## src/rtl/mp_add_seq.sv

```systemverilog
// rtl/mp_add_seq.sv - word-serial multi-precision adder with carry chained across words
// Optional signed-overflow output enabled by defining MP_ADD_SEQ_OVF_EN.

module mp_add_seq_rca #(
    parameter int BITWIDTH = 8
) (
    input  logic [BITWIDTH-1:0] a,
    input  logic [BITWIDTH-1:0] b,
    input  logic                ci,
    output logic [BITWIDTH-1:0] sum,
`ifdef MP_ADD_SEQ_OVF_EN
    output logic                c_msb,
`endif
    output logic                co
);
    logic [BITWIDTH:0] c;

    assign c[0] = ci;

    for (genvar i = 0; i < BITWIDTH; i++) begin : g_fa
        assign sum[i] = a[i] ^ b[i] ^ c[i];
        assign c[i+1] = (a[i] & b[i]) | (a[i] & c[i]) | (b[i] & c[i]);
    end

`ifdef MP_ADD_SEQ_OVF_EN
    assign c_msb = c[BITWIDTH-1];
`endif
    assign co = c[BITWIDTH];
endmodule

module mp_add_seq #(
    parameter int BITWIDTH = 8,
    parameter int WORDS    = 4
) (
    input  logic                clk,
    input  logic                rst_n,
    input  logic                in_valid,
    output logic                in_ready,
    input  logic [BITWIDTH-1:0] in_a,
    input  logic [BITWIDTH-1:0] in_b,
    input  logic                cin,
    output logic                out_valid,
    input  logic                out_ready,
    output logic [BITWIDTH-1:0] out_sum,
    output logic                out_last,
`ifdef MP_ADD_SEQ_OVF_EN
    output logic                out_ovf,
`endif
    output logic                out_cout
);
    localparam int IDX_W = (WORDS > 1) ? $clog2(WORDS) : 1;
    localparam logic [IDX_W-1:0] LAST_IDX = IDX_W'(WORDS - 1);

    localparam logic [0:0] ST_IDLE = 1'b0;
    localparam logic [0:0] ST_BUSY = 1'b1;

    logic [0:0]          state;
    logic [IDX_W-1:0]    idx;
    logic                cy;

    logic                accept;
    logic                is_last;
    logic                carry_in;
    logic [BITWIDTH-1:0] sum;
    logic                carry_next;
`ifdef MP_ADD_SEQ_OVF_EN
    logic                carry_msb;
`endif

    assign in_ready = !out_valid || out_ready;
    assign accept   = in_valid && in_ready;
    assign is_last  = (idx == LAST_IDX);
    // The first word of an operation takes the external carry; later words chain cy.
    assign carry_in = (state == ST_IDLE) ? cin : cy;

    mp_add_seq_rca #(
        .BITWIDTH(BITWIDTH)
    ) u_rca (
        .a    (in_a),
        .b    (in_b),
        .ci   (carry_in),
        .sum  (sum),
`ifdef MP_ADD_SEQ_OVF_EN
        .c_msb(carry_msb),
`endif
        .co   (carry_next)
    );

    always_ff @(posedge clk or negedge rst_n) begin
        if (!rst_n) begin
            state     <= ST_IDLE;
            idx       <= '0;
            cy        <= 1'b0;
            out_valid <= 1'b0;
            out_sum   <= '0;
            out_last  <= 1'b0;
            out_cout  <= 1'b0;
`ifdef MP_ADD_SEQ_OVF_EN
            out_ovf   <= 1'b0;
`endif
        end else if (accept) begin
            out_valid <= 1'b1;
            out_sum   <= sum;
            out_last  <= is_last;
            out_cout  <= is_last ? carry_next : 1'b0;
`ifdef MP_ADD_SEQ_OVF_EN
            out_ovf   <= is_last ? (carry_msb ^ carry_next) : 1'b0;
`endif
            // Clearing cy on the last word keeps the next operation from inheriting it.
            cy        <= is_last ? 1'b0 : carry_next;
            idx       <= is_last ? '0 : idx + 1'b1;
            state     <= is_last ? ST_IDLE : ST_BUSY;
        end else if (out_ready) begin
            out_valid <= 1'b0;
        end
    end
endmodule

```

## config.mk

```make
export PLATFORM = sky130hd
export DESIGN_NAME = mp_add_seq
export DESIGN_NICKNAME = d
export VERILOG_FILES = /design/src/rtl/mp_add_seq.sv
export SDC_FILE = /design/constraint.sdc
export NUM_CORES = 1
export LEC_CHECK = 0
export ABC_AREA = 1
export BUFFER_PORTS_ARGS = -buffer_cell sky130_fd_sc_hd__buf_2
export CORE_MARGIN = 10
export CORE_UTILIZATION = 40
export CTS_CLUSTER_DIAMETER = 150
export DETAILED_ROUTE_END_ITERATION = 8
export PLACE_DENSITY = 0.75
export SYNTH_ARGS = -nofsm -noshare
export SYNTH_HDL_FRONTEND = slang
export SYNTH_SLANG_ARGS = --single-unit
export TNS_END_PERCENT = 1
```

## constraint.sdc

```tcl
create_clock -name clk -period 11.54 [get_ports clk]
set_clock_uncertainty 0.2 [all_clocks]
set_input_delay 2.308 -clock clk [delete_from_list [all_inputs] [get_ports clk]]
set_output_delay 2.308 -clock clk [all_outputs]
set_load 0.01 [all_outputs]
```

==> impl_metrics.ini, run 1 <==
[sta]
fin_crit_sh = 0.508
tightest_slew_ps = 339
setup_tns_ps = 0
setup_viol = 0
finalCriticalPeriod_ps = 5860
slew_headroom = 0.774
hold_violations = 0
report.final.slew_viol_count = 0
grt_setup_unrepaired = no
fmax_mhz = 171

[detailed_routing]
wirelength_um = 1840
vias = 657
wl_per_cell_um = 12.8
drtAntennaViolNets = 0
avgViaCountPerCell = 4.56
firstDrtPassIters = 4
drc = 0
drt-initial-drc-count = 7

[clock_network]
cts.clk_slew.worst_paths_ps = 90
post_cts_resized = 0
tritoncts = built
cts_max_level = 1
clock-root-buffer = clkbuf_4
clk-insertion-delay-late_ps = 280
post-cts-setup-buffers = 0
cts_made_buffers = 3
ctsHoldBuffers = 0
clk_path_buf_depth = 2
cts.sinks = 15

[setup_path]
cp_slowest_cell = fa_1
start_kind = input port
cp.required_ps = 11520
cp_max_fo = 2
endpoint_kind = register
critPathArrivalTime_ps = 5850
path_cells = buf_2 > o21ai_0 > fa_1 > inv_1 > fa_1 > fa_1 > fa_1 > fa_1 > fa_1 > fa_1 > fa_1 > nand2_1 > inv_1 > nand3_1 > nand2_1
max_stage_delay_ps = 410
worst-path-buf-inv = 3
setup.worst_path.class = input port to register
cp_top_family = adder cells
cpMostUsedCell = fa_1

[synth]
ys_seq_area_frac = 0.459
synth_warnings = 0
ys_ff_latch = 15
synth_top_area_cell = dfrtp_1
synth_cell_types = 12
synth_area_um2 = 817
netlist.area_leader.share = 0.459
synth_nets = 114
synth.avg_cell_area_um2 = 9.73
synthCells = 84
synth_area_leaders = dfrtp_1, fa_1, nand2_1

[finish]
diodes = 0
final_nets = 148
layout_common_cells = buf_2, nand2_1, dfrtp_1
fill_cells = 206
final_common_cell = buf_2
area.growth.synth_to_final_pct = 23.7
multiInputGateArea_um2 = 389
drive_gt1_frac = 0.316
ff_latch_area_um2 = 375
finish.utilization = 0.521

[global_route]
grt_max_degree = 18
top_usage_layer = met2
grt_pass1_wl_um = 3290
grt_pass1_vias = 675
antenna_found_initial = 0
grt_use_met2 = 0.151
grt_use_total = 0.0948
globalRouteMet1Util = 0.105
grt.overflow.total = 0
grt_use_met3 = 0.0559

[floorplanning]
coreArea_um2 = 1940
io_pins = 33
fp.dieArea_um2 = 4250
die_x_um = 65.2
die_height_um = 65.2
placementRows = 16
initial_core_util = 0.421

[min_path]
min-delay-path-class = register to register

[place]
gp_congestion = 0.736
numPortBuffers = 32
post-dp-hpwl_um = 1480

[power]
irDropWorstVdd_uv = 73.1
power_w = 0.000159
p_per_area_nw_per_um2 = 158
p_leak_nw = 0.576

[run]
drv_cap = 0

[status]
status = complete, no violations
layer usage:
metal,part of all wire,up-vias
li1,-,326
met1,0.38,303
met2,0.49,26
met3,0.12,2
met4,0.0076,0
met5,0,-
registers in the layout (all words and copies together) (netlist names):
| name | flops |
|---|---|
| idx | 2 |
| out_sum | 8 |
| state | 1 |
| cy | 1 |
| out_cout | 1 |
| out_last | 1 |
| out_valid | 1 |
Yosys cell counts (all sizes together):
cell,instances
inv,7
nor2,2
dfrtp,15
buf,3
ha,1
nand3b,2
nand3,12
fa,8
nand2,33
o21ai,1
power by group:
part | internal, W | leakage (nW) | switching (W)
logic | 0.0000239 | 0.376 | 0.0000301
clock network | 0.0000134 | 0.0150 | 0.0000173
registers | 0.0000667 | 0.185 | 0.00000798
through the flow:
step	worst slack [ps]	area (um^2)	hold WS [ps]	cells
2_1_floorplan	5670	817	242	84
3_5_place_dp	5370	985	253	140
4_1_cts	5670	1010	276	144
6_report	5680	1010	268	144
5_1_grt	5470	1010	298	144
3_3_place_gp	5420	985	252	140
path summary, 6_finish.rpt:
kind / startpoint / endpoint / slack [ps] / cells past startpoint
setup / recovery: cin / out_cout$_DFFE_PN0P_ / 5680 / 15
hold / removal: out_last$_DFFE_PN0P_ / out_last$_DFFE_PN0P_ / 270 / 2
setup reg to reg: state$_DFFE_PN0P_ / out_cout$_DFFE_PN0P_ / 7390 / 14
hold reg to reg: out_last$_DFFE_PN0P_ / out_last$_DFFE_PN0P_ / 270 / 2
max in group asynchronous: rst_n / state$_DFFE_PN0P_ / 9180 / 1
min in group asynchronous: rst_n / out_sum[0]$_DFFE_PN0P_ / 1710 / 1
kinds of logic (layout without fill, tap and decap cells):
| group | count (synthesis) | after routing | synth area share |
|---|---|---|---|
| simple gates | 49 | 49 | 0.259 |
| flops | 15 | 15 | 0.459 |
| compound gates | 1 | 1 | 0.00612 |
| fa+ha+maj | 9 | 9 | 0.211 |
| buf+inv | 10 | 43 | 0.0643 |
worst min-delay path: cells and delay by family, from the launching register on:
kind	cells	cell delay, ps
flops	1	350
simple gates	2	90
area by class of cell:
cell class	count	share of cell area
inverter	7	0.0260
timing repair buffer	32	0.158
multi-input combinational	59	0.385
tap	27	0.0334
sequential	15	0.371
clock buffer	4	0.0260
No activity file was read; power rests on OpenSTA's default activity.
==> run 2, diff against run 1 <==
--- a/config.mk
+++ b/config.mk
@@ -5,7 +5,7 @@
 export SDC_FILE = /design/constraint.sdc
 export NUM_CORES = 1
 export LEC_CHECK = 0
-export ABC_AREA = 1
+export ABC_AREA = 0
 export BUFFER_PORTS_ARGS = -buffer_cell sky130_fd_sc_hd__buf_2
 export CORE_MARGIN = 10
 export CORE_UTILIZATION = 40
==> constraint.sdc (replaced) <==
create_clock -name clk -period 5.6 [get_ports clk]
set_clock_uncertainty 0.2 [all_clocks]
set_input_delay 1.12 -clock clk [delete_from_list [all_inputs] [get_ports clk]]
set_output_delay 1.12 -clock clk [all_outputs]
set_load 0.01 [all_outputs]
==> run 2 against run 1 <==
Critical endpoint is now cy$_DFFE_PN0P_. Critical path type unchanged. Combinational power rose to 2.8 times the previous value. Largest power group unchanged. Highest routed layer unchanged. Design area is 1.6% higher. Final cell count decreased by 22%. Die area up 0.85%. Sequential share of layout area is 0.59 points lower. Wire length down 14%.
==> impl_metrics.ini, run 2 <==
[global_route]
antenna_found_initial = 0
grt.overflow.total = 0
grt_max_degree = 16
grt_use_total = 0.0791
grt_pass1_vias = 583
grt_pass1_wl_um = 2630

[synth]
synth_edf_count = 0
netlist.area_leader.share = 0.454
synth_cell_types = 15
ys_seq_area_frac = 0.454
synth_area_leaders = dfrtp_1, fa_1, mux2_4
async_flop_share = 1.00
synthCells = 51
synthXorXnorAreaFrac = 0
yosys.area_share.simple = 0.0605
synth.top_cells.by_count = dfrtp_1, fa_1, mux2_4
ys.flop_type = dfrtp_1
synth_top_family_by_area = multiplexers
ys_ff_latch = 15
yosysMostFrequentCell = dfrtp_1
synth_warnings = 0
synth_area_um2 = 827
synth_mux_area_frac = 0.218
synth_nets = 81
synth_top_area_cell = dfrtp_1
synth_compound_area_frac = 0.0121
synthAdderAreaFrac = 0.209
synth.avg_cell_area_um2 = 16.2

[clock_network]
post-cts-setup-buffers = 0
clock-root-buffer = clkbuf_4
cts.clk_slew.worst_paths_ps = 90
cts_made_buffers = 3
post_cts_resized = 0
ctsHoldBuffers = 0
tritoncts = built
clk-insertion-delay-late_ps = 280
cts.sinks = 15
cts_max_level = 1
clk_path_buf_depth = 2

[sta]
finalCriticalPeriod_ps = 4760
fin_hold_ws_ps = 305
setup_viol = 0
fin_crit_sh = 0.850
slew_headroom = 0.780
setup_tns_ps = 0
fmax_mhz = 210
report.final.slew_viol_count = 0
tightest_slew_ps = 330
hold_violations = 0
grt_setup_unrepaired = no

[floorplanning]
die_height_um = 65.5
die_x_um = 65.5
initial_core_util = 0.422
fp.dieArea_um2 = 4290
coreArea_um2 = 1960
io_pins = 33
placementRows = 16

[detailed_routing]
drtAntennaViolNets = 0
firstDrtPassIters = 2
vias = 501
avgViaCountPerCell = 4.43
wl_per_cell_um = 14.0
drt-initial-drc-count = 11
drc = 0
wirelength_um = 1580

[power]
power.switching_w = 0.000120
pwr-share-seq = 0.446
p_int_w = 0.000260
power_w = 0.000380
combPwrFrac = 0.393
irDropWorstVdd_uv = 216
pwr-share-clk = 0.161
swShare = 0.315
p_leak_nw = 0.548
p_per_area_nw_per_um2 = 370

[finish]
instances_no_fill = 113
area.growth.synth_to_final_pct = 24.2
layout_common_cells = buf_2, dfrtp_1, fa_1
top_regs = out_sum x8, idx x2
finish.utilization = 0.524
regMostFlops = out_sum
fill_cells = 196
drive_gt1_frac = 0.570
final_common_cell = buf_2
largest_reg_flops = 8
diodes = 0
ff_latch_area_um2 = 375
final_nets = 117
multiInputGateArea_um2 = 413

[place]
numPortBuffers = 32
placed_cells = 109
post-dp-hpwl_um = 1320
gp_congestion = 0.721

[setup_path]
cp_max_fo = 2
endpoint_kind = register
max_stage_delay_ps = 390
start_kind = input port
cp.required_ps = 5570
path_cells = buf_2 > mux2i_1 > fa_1 > inv_1 > fa_1 > fa_1 > fa_1 > fa_1 > fa_1 > fa_1 > fa_1 > and2b_1 > mux2_4
cp_slowest_cell = fa_1
worst-path-buf-inv = 2
cpMostUsedCell = fa_1
setup.worst_path.class = input port to register
cp_top_family = adder cells
critPathArrivalTime_ps = 4730
rrSetupSlack_ps = 1330

[min_path]
min-delay-path-class = register to register

[status]
status = complete, no violations

[run]
drv_cap = 0
## run 2: cell types whose count changed in the layout (fill, tap and decap cells not counted), sizes merged, moves of 2 or more
cell    delta
nand2     -32
nand3     -12
mux2i      +3
nand3b     -2
inv        -2
mux2      +11
## run 2: cell type report
| class | instances | area share |
|---|---|---|
| inverter | 5 | 0.0183 |
| tap | 27 | 0.0329 |
| clock buffer | 4 | 0.0256 |
| timing repair buffer | 32 | 0.156 |
| sequential | 15 | 0.365 |
| multi-input combinational | 30 | 0.402 |
## run 2: stage by stage
| stage | worst slack (ps) | area [um^2] |
|---|---|---|
| floorplan | 751 | 827 |
| CTS | 829 | 1030 |
| global route | 739 | 1030 |
| detailed placement | 532 | 1000 |
| finish | 841 | 1030 |
| global placement | 539 | 1000 |
## run 2: cell families after synthesis
family | count (synthesis)
flip-flops | 15
AO/OA/AOI/OAI | 1
AND/OR/NAND/NOR | 6
buffers and inverters | 6
adder cells (fa/ha/maj) | 9
multiplexers | 14
## run 2: power groups by stage
stage	Clock (W)	Combinational (W)	Sequential, W
finish	0.0000611	0.000149	0.000170
global route	0.0000732	0.000168	0.000175
CTS	0.0000635	0.000154	0.000170
detailed placement	0	0.000154	0.000171
global placement	0	0.000149	0.000170
floorplan	0	0.0000870	0.000182
## run 2: final timing paths
path,start,endpoint,depth (start not counted)
max reg2reg,state$_DFFE_PN0P_,cy$_DFFE_PN0P_,12
max in group asynchronous,rst_n,out_valid$_DFFE_PN0P_,1
max,cin,cy$_DFFE_PN0P_,13
min reg2reg,out_sum[7]$_DFFE_PN0P_,out_sum[7]$_DFFE_PN0P_,1
min,out_sum[7]$_DFFE_PN0P_,out_sum[7]$_DFFE_PN0P_,1
min in group asynchronous,rst_n,out_sum[2]$_DFFE_PN0P_,1
## run 2: per-layer routing
layer  vias up  share of wire  track usage
li1        239              -            -
met1       236           0.41       0.0886
met2        22           0.46        0.116
met3         4           0.12       0.0475
met4         0          0.013       0.0401
met5         -              0            0
## run 2: worst reg2reg max path: stages, from the launching register on
cell and delay [ps]:
dfrtp_1 370, mux2i_1 230, fa_1 190, inv_1 50
fa_1 370, fa_1 390, fa_1 390, fa_1 380
fa_1 390, fa_1 390, fa_1 390, and2b_1 170
mux2_4 260
